### src/rtl/timer_pkg.sv
// Shared definitions for the multi-field timer: state encoding and the
// default field geometry (two base-60 fields of six bits each).
package timer_pkg;

    typedef enum logic [1:0] {
        ST_RUN    = 2'd0,
        ST_PAUSED = 2'd1,
        ST_ADJUST = 2'd2
    } state_t;

    localparam int DEF_NFIELD = 2;
    localparam int DEF_FW     = 6;
    localparam int DEF_MOD    = 60;

endpackage

### src/rtl/multi_field_timer_mod_counter.sv
// One time field: an FW-bit counter that cycles 0..MOD-1. The carry output
// is combinational so a whole chain of fields can ripple in a single cycle.
module mod_counter #(
    parameter int FW  = 6,
    parameter int MOD = 60
) (
    input  logic          clk,
    input  logic          rst,
    input  logic          inc,
    output logic [FW-1:0] value,
    output logic          carry
);

    logic [FW-1:0] value_r;
    logic [FW-1:0] value_next_s;
    logic          at_max_s;

    assign at_max_s = (value_r == FW'(MOD - 1));
    assign carry    = inc & at_max_s;
    assign value    = value_r;

    // Next value: wrap to zero from MOD-1 so no value >= MOD is ever stored.
    always_comb begin
        value_next_s = value_r;
        if (inc) begin
            if (at_max_s) begin
                value_next_s = '0;
            end else begin
                value_next_s = value_r + FW'(1);
            end
        end else begin
            value_next_s = value_r;
        end
    end

    // Field register with synchronous reset.
    always_ff @(posedge clk) begin
        if (rst) begin
            value_r <= '0;
        end else begin
            value_r <= value_next_s;
        end
    end

endmodule

### src/rtl/multi_field_timer.sv
// Cascaded time-of-day style timer with run, pause and per-field adjust.
// Every decision is taken from the current state, so a tick arriving with a
// mode change is handled by the mode that was active when it was sampled.
module multi_field_timer
    import timer_pkg::*;
#(
    parameter int NFIELD = DEF_NFIELD,
    parameter int FW     = DEF_FW,
    parameter int MOD    = DEF_MOD
) (
    input  logic                      clk,
    input  logic                      rst,
    input  logic                      tick_run,
    input  logic                      tick_adj,
    input  logic                      adj,
    input  logic [$clog2(NFIELD)-1:0] adj_sel,
    input  logic                      pause,
    output logic [NFIELD*FW-1:0]      count,
    output logic                      running,
    output logic                      wrap
);

    state_t state_r;
    state_t state_next_s;
    logic   running_r;
    logic   wrap_r;
    logic   running_next_s;
    logic   wrap_next_s;

    for (genvar i = 0; i < NFIELD; i++) begin : g_field
        logic          inc_s;
        logic          carry_s;
        logic          carry_in_s;
        logic          sel_s;
        logic [FW-1:0] value_s;

        if (i == 0) begin : g_lsb
            assign carry_in_s = tick_run;
        end else begin : g_upper
            assign carry_in_s = g_field[i-1].carry_s;
        end

        // An out-of-range select matches no field, leaving all of them alone.
        assign sel_s = (int'(adj_sel) == i);

        // Field increment: ripple carry in RUN, isolated single field in ADJUST.
        always_comb begin
            inc_s = 1'b0;
            case (state_r)
                ST_RUN:    inc_s = carry_in_s;
                ST_ADJUST: inc_s = tick_adj & sel_s;
                default:   inc_s = 1'b0;
            endcase
        end

        mod_counter #(
            .FW  (FW),
            .MOD (MOD)
        ) u_field (
            .clk   (clk),
            .rst   (rst),
            .inc   (inc_s),
            .value (value_s),
            .carry (carry_s)
        );

        assign count[i*FW +: FW] = value_s;
    end

    // State register; reset returns to RUN.
    always_ff @(posedge clk) begin
        if (rst) begin
            state_r <= ST_RUN;
        end else begin
            state_r <= state_next_s;
        end
    end

    // Next state: adj wins from any state; pause only toggles RUN/PAUSED.
    always_comb begin
        state_next_s = state_r;
        if (adj) begin
            state_next_s = ST_ADJUST;
        end else begin
            case (state_r)
                ST_RUN:    state_next_s = pause ? ST_PAUSED : ST_RUN;
                ST_PAUSED: state_next_s = pause ? ST_RUN : ST_PAUSED;
                ST_ADJUST: state_next_s = ST_PAUSED;
                default:   state_next_s = ST_RUN;
            endcase
        end
    end

    // Output decode: running follows the state being entered, wrap flags a
    // full rollover of the top field that only a RUN ripple can produce.
    always_comb begin
        running_next_s = (state_next_s == ST_RUN);
        if (state_r == ST_RUN) begin
            wrap_next_s = g_field[NFIELD-1].carry_s;
        end else begin
            wrap_next_s = 1'b0;
        end
    end

    // Registered status outputs, aligned with the count registers.
    always_ff @(posedge clk) begin
        if (rst) begin
            running_r <= 1'b1;
            wrap_r    <= 1'b0;
        end else begin
            running_r <= running_next_s;
            wrap_r    <= wrap_next_s;
        end
    end

    assign running = running_r;
    assign wrap    = wrap_r;

endmodule

### config.mk
export PLATFORM = sky130hd
export DESIGN_NAME = multi_field_timer
export DESIGN_NICKNAME = d
export VERILOG_FILES = /design/src/rtl/timer_pkg.sv /design/src/rtl/multi_field_timer_mod_counter.sv /design/src/rtl/multi_field_timer.sv
export SDC_FILE = /design/constraint.sdc
export NUM_CORES = 1
export LEC_CHECK = 0
export ABC_AREA = 1
export ABC_CLOCK_PERIOD_IN_PS = 4300
export CAP_MARGIN = 20
export CORE_AREA = 2 2 43 53
export CTS_CLUSTER_SIZE = 14
export DETAILED_ROUTE_END_ITERATION = 8
export DIE_AREA = 0 0 45 55
export GPL_ROUTABILITY_DRIVEN = 1
export PLACE_DENSITY = 0.65
export SETUP_SLACK_MARGIN = 0.15
export SLEW_MARGIN = 15
export SYNTH_ARGS = -nofsm -noshare
export SYNTH_HDL_FRONTEND = slang
export SYNTH_HIERARCHICAL = 1
export SYNTH_SLANG_ARGS = --single-unit
### constraint.sdc
create_clock -name clk -period 4.3 [get_ports clk]
set_clock_uncertainty 0.2 [all_clocks]
set_input_delay 0.43 -clock clk [delete_from_list [all_inputs] [get_ports clk]]
set_output_delay 0.43 -clock clk [all_outputs]
set_load 0.005 [all_outputs]
==> run_results.csv <==
group,metric,value,unit
place,place_ws,1.544,ns
clock_tree,clock_sinks,16,
yosys,synthArstFlopShare,0,%
timing,timing.final.crit_share,57.06,%
floorplan,dieWidth,45,um
grt,antenna_found_initial,0,
job,cap_violations,0,
power,switching_share,23.83,%
critical_path,cp_max_fo,5,
yosys,synth_flop_cell,"dfxtp_1",
clock_tree,holdBufCountCts,0,
critical_path,cp-end-kind,"flop",
power,intPower,0.2010,mW
power,leakage,0.4757,nW
yosys,synth.most_common_cell,"nand2_1",
layout,postLayoutCoreUtil,51.89,%
clock_tree,cts_buffer_depth,2,
timing,fin_ws,1.846,ns
layout,seq_area,320.3,um2
floorplan,coreArea,1982,um2
drt,routed_via_density,4.609,
power,ir_drop,0.2069,mV
power,seqPwrFrac,59.3,%
floorplan,rows,18,
drt,drtPass1Iterations,4,
clock_tree,cts_tree,"done",
yosys,syn_nets,127,
power,total_power,0.2639,mW
grt,grt_pass1_vias,701,
timing,drv_slew,0,
grt,grt_max_degree,9,
drt,num_vias,742,
yosys,yosysSeqAreaShare,41.03,%
drt,first_iter_violations,14,
yosys,synth_edf_count,0,
yosys,synth.avg_cell_area,6.617,um2
timing,final-setup-viol-count,0,
power,power.density,256.6,nW/um2
place,post-dp-hpwl,1232,um
floorplan,die_h,55,um
yosys,yosys.area.top_type,"dfxtp_1",
drt,ant_nets,0,
timing,fmax,407.6,MHz
drt,wl_per_cell,9.484,um
status,status,"finished, final reports clean",
clock_tree,clockRootBuffer,"clkbuf_4",
clock_tree,ctsHtreeMaxLevel,1,
critical_path,arrival,2.43,ns
layout,drive_gt1_share,6.383,%
drt,drc,0,
timing,tightest_slew,0.2890,ns
yosys,ys_ff_latch,16,
yosys,synth_cell_types,15,
clock_tree,clk_latency,0.28,ns
layout,multiInputGateArea,377.9,um2
layout,fillers,223,
place,place.gp.congestion,0.7590,
power,power.switching,0.06289,mW
floorplan,boundaryPins,21,
yosys,netlist_area,780.7,um2
power,clockPowerShare,29.6,%
power,power.share.combinational,11.1,%
floorplan,start_util,39.39,%
layout,antenna_cells,0,
layout,nets,152,
yosys,syn_inst,118,
critical_path,cp_data_required_time,4.27,ns
timing,fin_tns_setup,0,ns
yosys,synth_area_leaders,"dfxtp_1 41%, nand2_1 16%, inv_1 11%, nor2_1 8.7%, ha_1 3.2%",
clock_tree,post_cts_resized,0,
yosys,synth_top_area_share,41.03,%
grt,grt.total_usage,14.61,%
critical_path,critPathLaunchType,"input pin",
grt,grt_pass1_wl,2684,um
timing,grt_setup_unrepaired,"no",
timing,hold_violations,0,
timing,max-slew-margin-rel,80.60,%
grt,grt-ovfl-total,0,
layout,area_growth,31.73,%
floorplan,dieArea,2475,um2
clock_tree,cts_buffers,3,
critical_path,critical_path_class,"in -> reg",
yosys,yosys-top-cells-count,"33 x nand2_1, 22 x inv_1, 18 x nor2_1, 16 x dfxtp_1, 5 x nand3_1",
yosys,yosysWarnings,6,
timing,fin_crit,2.454,ns
drt,routed_wl,1527,um
clock_tree,post_cts_buffers,0,
place,port_buffers,20,
clock_tree,path_clk_slew,0.09,ns
hold_path,hold_class,"reg -> reg",
## path summary, 6_finish.rpt
check / depth (start not counted) / slack, ns / start / endpoint
worst max-delay path: 14 / 1.85 / tick_run / g_field[1].u_field/value[4]
worst min register to register: 2 / 0.32 / g_field[0].u_field/value[0] / g_field[0].u_field/value[0]
worst max register to register: 13 / 1.85 / state_r[1] / g_field[1].u_field/value[4]
worst min-delay path: 2 / 0.32 / g_field[0].u_field/value[0] / g_field[0].u_field/value[0]
## worst max-delay path: stages
cell and delay [ns]:
clkdlybuf4s50_1 0.45, inv_1 0.04, o21ai_1 0.22, nand2_1 0.15, inv_1 0.08, nand3_1 0.10, inv_1 0.07, inv_1 0.03
o21ai_1 0.26, nand2_1 0.16, inv_1 0.09, nand3_1 0.09, nand2_1 0.18, nor2_1 0.07
## layout make-up
type                    instances  area share [%]
multi-input cells              80           36.74
repair buffers                 20           19.46
clock buffers                   3           2.190
flip-flops and latches         16           31.14
well taps                      20           2.433
inverters                      22           8.029
## registers in the layout (all words and copies together) (netlist names)
name / cells
g_field.u_field/value: 12
running: 1
state_r: 2
wrap: 1
## per-stage QoR
step / hold WS, ns / instance area (um2) / std cells
2_1_floorplan: 0.2917 / 780.7 / 118
3_3_place_gp: 0.2958 / 1006 / 158
3_5_place_dp: 0.3048 / 1006 / 158
4_1_cts: 0.3199 / 1028 / 161
5_1_grt: 0.3378 / 1028 / 161
6_report: 0.3172 / 1028 / 161
## cells in the final DEF, fill, tap and decap left out, drive strengths merged
cell / synthesis / layout
o21ai: 5 / 5
a21oi: 2 / 2
o21bai: 2 / 2
clkdlybuf4s50: 0 / 20
inv: 22 / 22
nand2: 35 / 35
nand4: 2 / 2
clkbuf: 0 / 3
or2: 3 / 3
xor2: 2 / 2
nand3: 5 / 5
nor2: 22 / 22
dfxtp: 16 / 16
ha: 2 / 2
## power by group through the flow
| stage | registers, mW | clock network [mW] | logic (mW) |
|---|---|---|---|
| 2_1_floorplan | 0.160 | 0 | 0.0137 |
| 3_3_place_gp | 0.160 | 0 | 0.0289 |
| 3_5_place_dp | 0.160 | 0 | 0.0296 |
| 4_1_cts | 0.157 | 0.0808 | 0.0295 |
| 5_1_grt | 0.158 | 0.0894 | 0.0338 |
| 6_report | 0.157 | 0.0782 | 0.0292 |
## routing by layer
metal  routed length, um  vias to the layer above  track usage (%)
met5                   0                        -                0
met4                   0                        0            6.863
met3                  56                        0            3.247
met2                 748                       12            25.71
met1                 722                      327            16.60
li1                    -                      403                -
## kinds of logic (layout without fill, tap and decap cells)
family,count (synthesis),after routing,synth area share [%]
AO/OA/AOI/OAI,9,9,6.409
buffers and inverters,22,45,10.58
AND/OR/NAND/NOR,67,67,36.54
adder cells (fa/ha/maj),2,2,3.205
flip-flops,16,16,41.03
XOR/XNOR,2,2,2.244
No activity file was read; power rests on OpenSTA's default activity.
